### config.mk
export PLATFORM = sky130hd
export DESIGN_NAME = fixed_point_accumulator
export DESIGN_NICKNAME = d
export VERILOG_FILES = /design/src/rtl/fixed_point_accumulator.sv
export SDC_FILE = /design/constraint.sdc
export NUM_CORES = 1
export LEC_CHECK = 0
export CORE_MARGIN = 2
export CORE_UTILIZATION = 25
export DETAILED_ROUTE_END_ITERATION = 8
export PLACE_DENSITY = 0.41
export SYNTH_ARGS = -nofsm -noshare
export SYNTH_HDL_FRONTEND = slang
export SYNTH_SLANG_ARGS = --single-unit
### constraint.sdc
create_clock -name clk -period 5.7 [get_ports clk]
set_input_delay 1.14 -clock clk [delete_from_list [all_inputs] [get_ports clk]]
set_output_delay 1.14 -clock clk [all_outputs]
set_load 0.02 [all_outputs]
### src/rtl/fixed_point_accumulator.sv
// fixed_point_accumulator
// Sums groups of N_TERMS signed WIDTH-bit terms into a guarded accumulator.
// At the last term of a group it registers the saturated sum, with a clip flag,
// and holds that result until downstream takes it.
// Flow control on both sides is valid/ready. Clear flushes the block
// synchronously. GlobalReset is synchronous and active-high, and it wins
// over every other input.

module fixed_point_accumulator #(
    parameter int N_TERMS = 8,   // terms per result, 1..16
    parameter int WIDTH   = 26   // two's-complement data width
) (
    input  logic             clk,
    input  logic             GlobalReset,
    input  logic             Clear,
    input  logic             In_valid,
    input  logic [WIDTH-1:0] Port1,
    output logic             In_ready,
    output logic [WIDTH-1:0] Output_syn,
    output logic             Out_valid,
    input  logic             Out_ready,
    output logic             Overflow
);

    // Four guard bits hold any sum of up to 16 full-scale terms without wrapping.
    localparam int ACC_W = WIDTH + 4;
    localparam int CNT_W = (N_TERMS > 1) ? $clog2(N_TERMS) : 1;

    localparam logic [CNT_W-1:0] LAST_TERM = CNT_W'(N_TERMS - 1);

    // Saturation limits in the accumulator width: +2^(WIDTH-1)-1 and -2^(WIDTH-1).
    localparam logic signed [ACC_W-1:0] SAT_MAX = {{5{1'b0}}, {(WIDTH-1){1'b1}}};
    localparam logic signed [ACC_W-1:0] SAT_MIN = {{5{1'b1}}, {(WIDTH-1){1'b0}}};

    typedef enum logic {
        ACCUM = 1'b0,   // taking terms
        HOLD  = 1'b1    // presenting a result; input side stalled
    } state_t;

    state_t                   state_q, state_d;
    logic signed [ACC_W-1:0]  acc_q,   acc_d;
    logic        [CNT_W-1:0]  cnt_q,   cnt_d;
    logic        [WIDTH-1:0]  result_q, result_d;
    logic                     ovf_q,   ovf_d;
    logic                     valid_q, valid_d;

    logic signed [ACC_W-1:0]  term_ext;
    logic signed [ACC_W-1:0]  sum;
    logic        [WIDTH-1:0]  sat_sum;
    logic                     sat_clip;
    logic                     accept;
    logic                     last_term;

    // Sign-extend the incoming term and add it to the running partial sum.
    always_comb begin
        term_ext = {{4{Port1[WIDTH-1]}}, Port1};
        sum      = acc_q + term_ext;
    end

    // Clip the full-precision sum to the output range and flag any clipping.
    // NOTE: every signal written here gets a value before any branch, so no
    // path can leave one unassigned and infer a latch.
    always_comb begin
        sat_sum  = sum[WIDTH-1:0];
        sat_clip = 1'b0;
        if (sum > SAT_MAX) begin
            sat_sum  = SAT_MAX[WIDTH-1:0];
            sat_clip = 1'b1;
        end else if (sum < SAT_MIN) begin
            sat_sum  = SAT_MIN[WIDTH-1:0];
            sat_clip = 1'b1;
        end
    end

    // Handshake decode: a term is taken only while the FSM is collecting.
    always_comb begin
        In_ready  = (state_q == ACCUM);
        accept    = In_valid && In_ready;
        last_term = (cnt_q == LAST_TERM);
    end

    // Next-state logic for the FSM, the accumulator, the counter and the result.
    always_comb begin
        state_d  = state_q;
        acc_d    = acc_q;
        cnt_d    = cnt_q;
        result_d = result_q;
        ovf_d    = ovf_q;
        valid_d  = valid_q;

        if (Clear) begin
            // Flush: the partial sum and any held result are discarded, and a
            // term offered on this cycle is dropped. Output_syn keeps its value.
            state_d = ACCUM;
            acc_d   = '0;
            cnt_d   = '0;
            ovf_d   = 1'b0;
            valid_d = 1'b0;
        end else begin
            unique case (state_q)
                ACCUM: begin
                    // Out_ready has no effect here.
                    if (accept) begin
                        if (last_term) begin
                            result_d = sat_sum;
                            ovf_d    = sat_clip;
                            valid_d  = 1'b1;
                            state_d  = HOLD;
                            acc_d    = '0;
                            cnt_d    = '0;
                        end else begin
                            acc_d = sum;
                            cnt_d = cnt_q + CNT_W'(1);
                        end
                    end
                end
                HOLD: begin
                    // In_valid has no effect here. The result stays frozen
                    // until it is consumed; Output_syn keeps the value after that.
                    if (Out_ready) begin
                        valid_d = 1'b0;
                        ovf_d   = 1'b0;
                        state_d = ACCUM;
                    end
                end
                default: state_d = ACCUM;
            endcase
        end
    end

    // State register with a synchronous reset that takes priority over everything else.
    // NOTE: sequential state uses non-blocking assignments, so every register
    // updates from the values it saw before the edge.
    always_ff @(posedge clk) begin
        if (GlobalReset) begin
            state_q  <= ACCUM;
            acc_q    <= '0;
            cnt_q    <= '0;
            result_q <= '0;
            ovf_q    <= 1'b0;
            valid_q  <= 1'b0;
        end else begin
            state_q  <= state_d;
            acc_q    <= acc_d;
            cnt_q    <= cnt_d;
            result_q <= result_d;
            ovf_q    <= ovf_d;
            valid_q  <= valid_d;
        end
    end

    // Registered outputs.
    always_comb begin
        Output_syn = result_q;
        Out_valid  = valid_q;
        Overflow   = ovf_q;
    end

endmodule

== Word-level counts from Yosys, hierarchy flattened ==
Index checks and enable logic that the tools add are counted.

* Register bits after elaboration: 62
* Output and inout bits: 29
* Word-level logic and storage cells: 38

* Add/sub/neg operators: 2
* $lt $le $gt $ge: 2
* Equal/unequal tests: 4
* Mux-type cells: 17
* Bitwise gates (word level): 2
* Reductions and logical operators: 5

{| class="wikitable"
|+ Operators with widths
! operator !! number
|-
| $mux W26 || 2
|-
| $add A30 B26 Y30 || 1
|-
| $gt A30 B26 Y1 const B || 1
|-
| $lt A30 B26 Y1 const B || 1
|-
| $mux W30 || 1
|-
| $mux W1 || 10
|-
| $pmux W1 S2 || 3
|-
| $ne A2 B1 Y1 const B || 2
|-
| $reduce_and A4 Y1 || 1
|-
| $add A3 B1 Y3 const B || 1
|-
| $eq A3 B3 Y1 const B || 1
|-
| $mux W3 || 1
|-
| $reduce_and A3 Y1 || 1
|-
| $ne A2 B2 Y1 const B || 1
|-
| $not A1 Y1 || 2
|-
| $reduce_and A2 Y1 || 1
|-
| $reduce_or A2 Y1 || 1
|-
| $logic_and A1 B1 Y1 || 1
|}

== Logic depth before layout (Yosys ltp) ==
Gate-level depths: netlist of run 1.

* Depth after elaboration: 7
* Gate-level depth with buffers: 13

== Least setup slack after synthesis of run 1 ==
Ideal clock, no wire load.

* Path type: input -> register
* Start point: input port Port1[0]
* End point: register result_q[3], in the netlist Output_syn[3]
* Data arrival time: 3,864 ps
* Data required time: 5,611 ps
* Path slack: 1,748 ps
* Stages on the path: 13
* Buffers on the path: 1
* Path through: ha_1 inv_1 fa_1 nor2b_1 o31a_1 o21ai_1 a21oi_1 o211ai_1 a211o_2 a2111oi_4 buf_6 nand3_1 a311oi_2

* Longest elaborated chain between the ends: 4
* Elaborated cells on any way between the ends: 5

{| class="wikitable"
|+ Ends and longest elaborated chain
! item !! line !! text
|-
| from (decl) || 17 || <nowiki>input logic [WIDTH-1:0] Port1,</nowiki>
|-
| $add A30 B26 Y30 (*) || 57 || <nowiki>sum = acc_q + term_ext;</nowiki>
|-
| $lt A30 B26 Y1 || 69 || <nowiki>end else if (sum < SAT_MIN) begin</nowiki>
|-
| $mux W26 || 69 ||
|-
| $mux W26 (*) || 66 || <nowiki>if (sum > SAT_MAX) begin</nowiki>
|-
| to (signal assigned) || 146 || <nowiki>result_q <= result_d;</nowiki>
|-
| to (decl) || 43 || <nowiki>logic [WIDTH-1:0] result_q, result_d;</nowiki>
|}

Every way passes the cells marked *; elsewhere a longest branch is shown, timed or not.
A chain may end at the register's enable or synchronous reset.

== Worst setup path in the final report of run 1 ==
* Start point: input port Port1[14]
* End point: register result_q[7], in the netlist Output_syn[7]

The elaborated chain is that of the path after synthesis.

==> out/results.ini, run 1 <==
[clocking]
clk_path_buf_depth=2
insertion_delay_ps=340
cts_buffers=9
cts_resized=0
cts_root_buf=clkbuf_16
cts_tree=built
clkSinkCount=62
holdBufCountCts=0
h-tree-depth=3
post-cts-setup-buffers=0
cts.clk_slew.worst_paths_ps=50

[detailed_routing]
vias_per_cell=5.16
drt_pass1_iterations=5
wirelength_um=14000
vias=4271
wl_per_cell_um=16.9
first_iter_violations=279
ant_nets=0
drc=0

[synth]
ys_ff_latch=62
async_reset_ff_share_pct=0
avgSynthCellArea_sq_um=7.99
syn-cell-area_sq_um=4470
seq_area_frac_synth_pct=27.8
synth_edf_count=0
netlist_instances=559
ys.flop_type=dfxtp_1
yosysWarnings=0
syn-num-nets=622
synthDistinctLibCells=60

[outcome]
status=finished, final reports clean

[global_route]
grt_overflow_total=0
antenna_found_initial=0
grt_pass1_vias=4142
grt_usage_pct=15.4
grt_pass1_wl_um=22300
grt_max_degree=40

[job]
cap_violations=0

[placed_design]
dpl_worst_slack_ps=828
gp_congestion=0.826
portBuffers=59
dp_hpwl_um=9990

[final_layout]
final_common_cell=nor2_1
mostFrequentLayoutCells=nor2_1, a21oi_1, dfxtp_1
diodes=0
finalNetCount=660
final_core_util_pct=31.6
final_layout_size_suffix_gt1_share_pct=9.63
fillers=1882
multi_input_area_sq_um=2990
area_growth_pct=22.6
regArea_sq_um=1240

[power]
power_leakage_nw=1.99
power_mw=1.26
power_density_nw_per_um2=230
peakVddDrop_mv=0.138

[floorplanning]
die_x_um=138
io_pins=60
rows=48
fp.coreArea_sq_um=17400
start_util_pct=25.7
die-area_sq_um=19000
die_h_um=138

[sta]
fmax_mhz=220
hold_viol=0
tightest_slew_ps=1160
finClkSkew_ps=7.60
setup_slack_ps=1150
rsz0062_at_grt=no
fin_crit_sh_pct=79.8
final-max-slew-violation-count=0
fin_crit_ps=4550
setup_tns_ps=0
setup_viol=0
slew_headroom_pct=22.4

[setup_path]
crit_buf_inv=2
setup.worst_path.class=in2reg
critPathArrivalTime_ps=4740
worstPathRequired_ps=5900
crit_path_max_incr_delay_ps=560
crit_chain=clkdlybuf4s50_1 -> ha_1 -> a21o_1 -> o41ai_4 -> or4b_1 -> and2_1 -> o311ai_4 -> o2111ai_1 -> o21ai_2 -> buf_4 -> a311oi_2
crit_path_max_fanout=25
crit_family=compound AO/OA/AOI/OAI gates
start_kind=primary input
end_kind=register
cp_slowest_cell=or4b_1

[min_path]
worst_hold_path_type=reg2reg

## final cells by class
| cell class | instances | share of cell area [%] |
|---|---|---|
| clock buffers | 13 | 4.75 |
| well taps | 225 | 5.14 |
| inverters | 12 | 0.822 |
| repair buffers | 66 | 11.7 |
| multi-input cells | 446 | 54.5 |
| clock inverters | 3 | 0.343 |
| flip-flops and latches | 62 | 22.7 |
## worst register-to-register path: stages, from the launching register on
cell and delay [ps]:
dfxtp_1 320, ha_1 410, a21o_1 270, o41ai_4 360, or4b_1 560, and2_1 220, o311ai_4 350, o2111ai_1 240
o21ai_2 160, buf_4 400, a311oi_2 180
## state kept, by name, summed over array words and instances (netlist names)
register / flops
Output_syn: 26
acc_q: 30
Overflow: 1
state_q: 1
cnt_q: 3
Out_valid: 1
## final timing paths
kind	startpoint	end	slack, ps	depth (start not counted)
setup / recovery	Port1[14]	Output_syn[7]	1150	11
hold / removal	acc_q[29]	acc_q[29]	470	2
setup reg to reg	acc_q[14]	Output_syn[7]	2080	10
hold reg to reg	acc_q[29]	acc_q[29]	470	2
## metal layers
| metal | wire [um] | track usage (%) | part of all wire, % |
|---|---|---|---|
| met1 | 6970 | 21.2 | 50 |
| met2 | 6130 | 24.1 | 44 |
| met3 | 671 | 3.16 | 4.8 |
| met4 | 188 | 4.52 | 1.3 |
| met5 | 0 | 0 | 0 |
## metrics by stage
step / hold WS [ps] / std cells / area, sq um
after floorplan: 440 / 559 / 4470
final: 466 / 827 / 5480
after detailed placement: 449 / 811 / 5200
after CTS: 467 / 827 / 5480
after global placement: 448 / 811 / 5200
after global routing: 476 / 827 / 5480
## synthesized netlist by cell type, types with 3 or more instances
cell | n | area (sq um)
and2_1 | 3 | 18.8
o21a_1 | 8 | 60.1
o21ai_0 | 16 | 80.1
o211ai_1 | 3 | 22.5
or2_2 | 5 | 31.3
mux2i_1 | 3 | 30.0
a211oi_1 | 8 | 60.1
nand2b_1 | 3 | 18.8
ha_1 | 31 | 388
buf_1 | 4 | 15.0
buf_2 | 7 | 35.0
nand3_2 | 4 | 40.0
nor3_1 | 12 | 60.1
xnor2_1 | 15 | 131
dfxtp_1 | 62 | 1240
inv_1 | 12 | 45.0
a311oi_1 | 6 | 52.6
clkbuf_1 | 22 | 82.6
nand4_1 | 3 | 18.8
a21oi_1 | 66 | 330
and3_1 | 4 | 25.0
a22oi_1 | 25 | 188
nand2_1 | 34 | 128
a311oi_2 | 19 | 285
nor2b_1 | 4 | 25.0
a21o_1 | 8 | 60.1
xor2_1 | 5 | 43.8
buf_6 | 5 | 56.3
nor2_1 | 86 | 323
a31oi_1 | 4 | 25.0
nand3_1 | 36 | 180
## cells by family after synthesis
kind of cell	after synthesis	share of synthesized area, %
flip-flops	62	27.8
AO/OA/AOI/OAI	189	32.2
AND/OR/NAND/NOR	202	20.9
XOR/XNOR	20	3.92
buffers and inverters	51	5.41
adder cells (fa/ha/maj)	32	9.13
multiplexers	3	0.672
## power breakdown
group	internal (mW)	leakage (nW)	switching (mW)	total, mW
combinational	0.103	1.35	0.186	0.289
clock	0.317	0.140	0.206	0.523
sequential	0.443	0.502	0.00544	0.449
total	0.864	1.99	0.397	1.26
No activity file was read; power rests on OpenSTA's default activity.
==> inputs of run 2 (changes only) <==
--- a/config.mk
+++ b/config.mk
@@ -8,7 +8,7 @@
 export CORE_MARGIN = 2
 export CORE_UTILIZATION = 25
 export DETAILED_ROUTE_END_ITERATION = 8
-export PLACE_DENSITY = 0.41
+export PLACE_DENSITY = 0.42
 export SYNTH_ARGS = -nofsm -noshare
 export SYNTH_HDL_FRONTEND = slang
 export SYNTH_SLANG_ARGS = --single-unit
==> constraint.sdc (replaced) <==
create_clock -name clk -period 3.9 [get_ports clk]
set_input_delay 0.78 -clock clk [delete_from_list [all_inputs] [get_ports clk]]
set_output_delay 0.78 -clock clk [all_outputs]
set_load 0.02 [all_outputs]
==> out/results.ini, run 2 (synthesis gave the netlist of run 1 again) <==
[setup_path]
r2r_setup_slack_ps=640  ; -1440 ps
setup.worst_path.class=in2reg
worstPathRequired_ps=4150  ; -1750 ps
crit_path_max_fanout=11  ; -56%
end_kind=register
critPathArrivalTime_ps=4040  ; -700 ps
start_kind=primary input
r2r_cells=14  ; +4
reg2reg_to=Output_syn[15]
crit_start=Port1[12]
r2r_start=acc_q[14]

[detailed_routing]
ant_nets=0  ; unchanged
drc=0  ; unchanged
vias=4629  ; +8.4%
first_iter_violations=227  ; -19%
wirelength_um=14900  ; +6.7%
wl_per_cell_um=16.2  ; -3.9%
vias_per_cell=5.04  ; -2.4%
drt_pass1_iterations=4  ; -1

[final_layout]
fillers=1803  ; -4.2%
final_common_cell=buf_4
regArea_sq_um=1240  ; unchanged
mostFrequentLayoutCells=buf_4, nor2_1, dfxtp_1
largest-register=acc_q
area_growth_pct=42.7
finalNetCount=752  ; +14%
multi_input_area_sq_um=3090  ; +3.6%
largest_reg_flops=30  ; unchanged
final_layout_size_suffix_gt1_share_pct=24.2  ; +15 points
diodes=0  ; unchanged
final_core_util_pct=36.7  ; +5.2 points
fin_area_sq_um=6370  ; +16%

[power]
peakVddDrop_mv=0.181  ; +31%
power_density_nw_per_um2=313  ; +36%
power_leakage_nw=2.50  ; +25%
power_mw=2.00  ; +58%

[floorplanning]
start_util_pct=25.7  ; unchanged
die_h_um=138  ; unchanged
die_x_um=138  ; unchanged
rows=48  ; unchanged
io_pins=60  ; unchanged
die-area_sq_um=19000  ; unchanged
fp.coreArea_sq_um=17400  ; unchanged

[min_path]
hp-start=cnt_q[1]
worst_hold_path_type=reg2reg
min_to=cnt_q[1]
min_delay_path_depth=2  ; unchanged

[global_route]
grt_overflow_total=0  ; unchanged
grt_usage_pct=15.8  ; +0.42 points
grt_pass1_wl_um=22900  ; +2.8%
antenna_found_initial=0  ; unchanged
grt_pass1_vias=4565  ; +10%
grt_max_degree=38  ; -5.0%

[sta]
tightest_slew_ps=813  ; -350 ps
fin_crit_ps=3790
setup_viol=0  ; unchanged
finClkSkew_ps=7.62  ; +0.0293 ps
fin_crit_sh_pct=97.1
hold_viol=0  ; unchanged
hold_slack_ps=463  ; -3.78 ps
rsz0062_at_grt=no
slew_headroom_pct=45.8  ; +23 points
fmax_mhz=264
final-max-slew-violation-count=0  ; unchanged

[job]
cap_violations=0  ; unchanged

[clocking]
cts_root_buf=clkbuf_16
cts_tree=built
clkSinkCount=62  ; unchanged
h-tree-depth=3  ; unchanged
insertion_delay_ps=340  ; about the same
cts_buffers=9  ; unchanged
clk_path_buf_depth=2  ; unchanged
cts.clk_slew.worst_paths_ps=60  ; about the same

[placed_design]
dp_hpwl_um=10900  ; +9.6%
gp_congestion=0.853  ; +3.3%
place_area_sq_um=5900  ; +14%
portBuffers=59  ; unchanged

[outcome]
status=finished, final reports clean

-- run 2: worst max-delay path, cell delays in order --
cell	delay [ps]
clkdlybuf4s50_1	430
ha_1	320
a21oi_2	140
nor2_1	70
o41ai_4	340
or4b_4	510
nand4_2	130
o311ai_4	110
buf_4	170
a2111oi_4	330
buf_4	200
clkbuf_16	170
nand3_1	100
a311oi_2	240
-- run 2: timing repair --
| action | in CTS | in global routing |
|---|---|---|
| endpoints found under the setup margin | 0 | 25 |
| gates resized for setup | 0 | 22 |
| hold buffers | 0 | 0 |
| setup buffers | 0 | 3 |
-- run 2: how the worst max path moves through the flow --
stage / cells past startpoint / slack (ps) / to
after global routing: 14 / 8 / Output_syn[5]
after global placement: 14 / -220 / Output_syn[22]
after floorplan: 13 / 310 / Output_syn[3]
final: 14 / 110 / Output_syn[15]
after detailed placement: 15 / -250 / Output_syn[19]
after CTS: 15 / 90 / Output_syn[19]
-- run 2: where the power goes --
group,internal [mW],switching (mW)
Combinational,0.242,0.298
Sequential,0.648,0.00825
Clock,0.506,0.295
Total,1.40,0.601
-- run 2: per-layer routing --
| metal | track usage [%] | part of all wire, % |
|---|---|---|
| met5 | 0 | 0 |
| met4 | 6.64 | 2.2 |
| met3 | 2.72 | 5.0 |
| met2 | 26.8 | 47 |
| met1 | 19.7 | 46 |
-- run 2: area by class of cell --
class / instances / area share (%)
Clock buffer: 11 / 3.81
Clock inverter: 4 / 0.746
Inverter: 12 / 0.707
Multi-Input combinational cell: 446 / 48.5
Sequential cell: 62 / 19.5
Tap cell: 225 / 4.42
Timing Repair Buffer: 158 / 22.3
-- run 2: through the flow --
step	cells	setup slack (ps)	setup TNS, ps
after global routing	918	7.64	0
after global placement	898	-223	-4740
after detailed placement	898	-249	-5540
after CTS	913	91.7	0
final	918	113	0
after floorplan	559	308	0
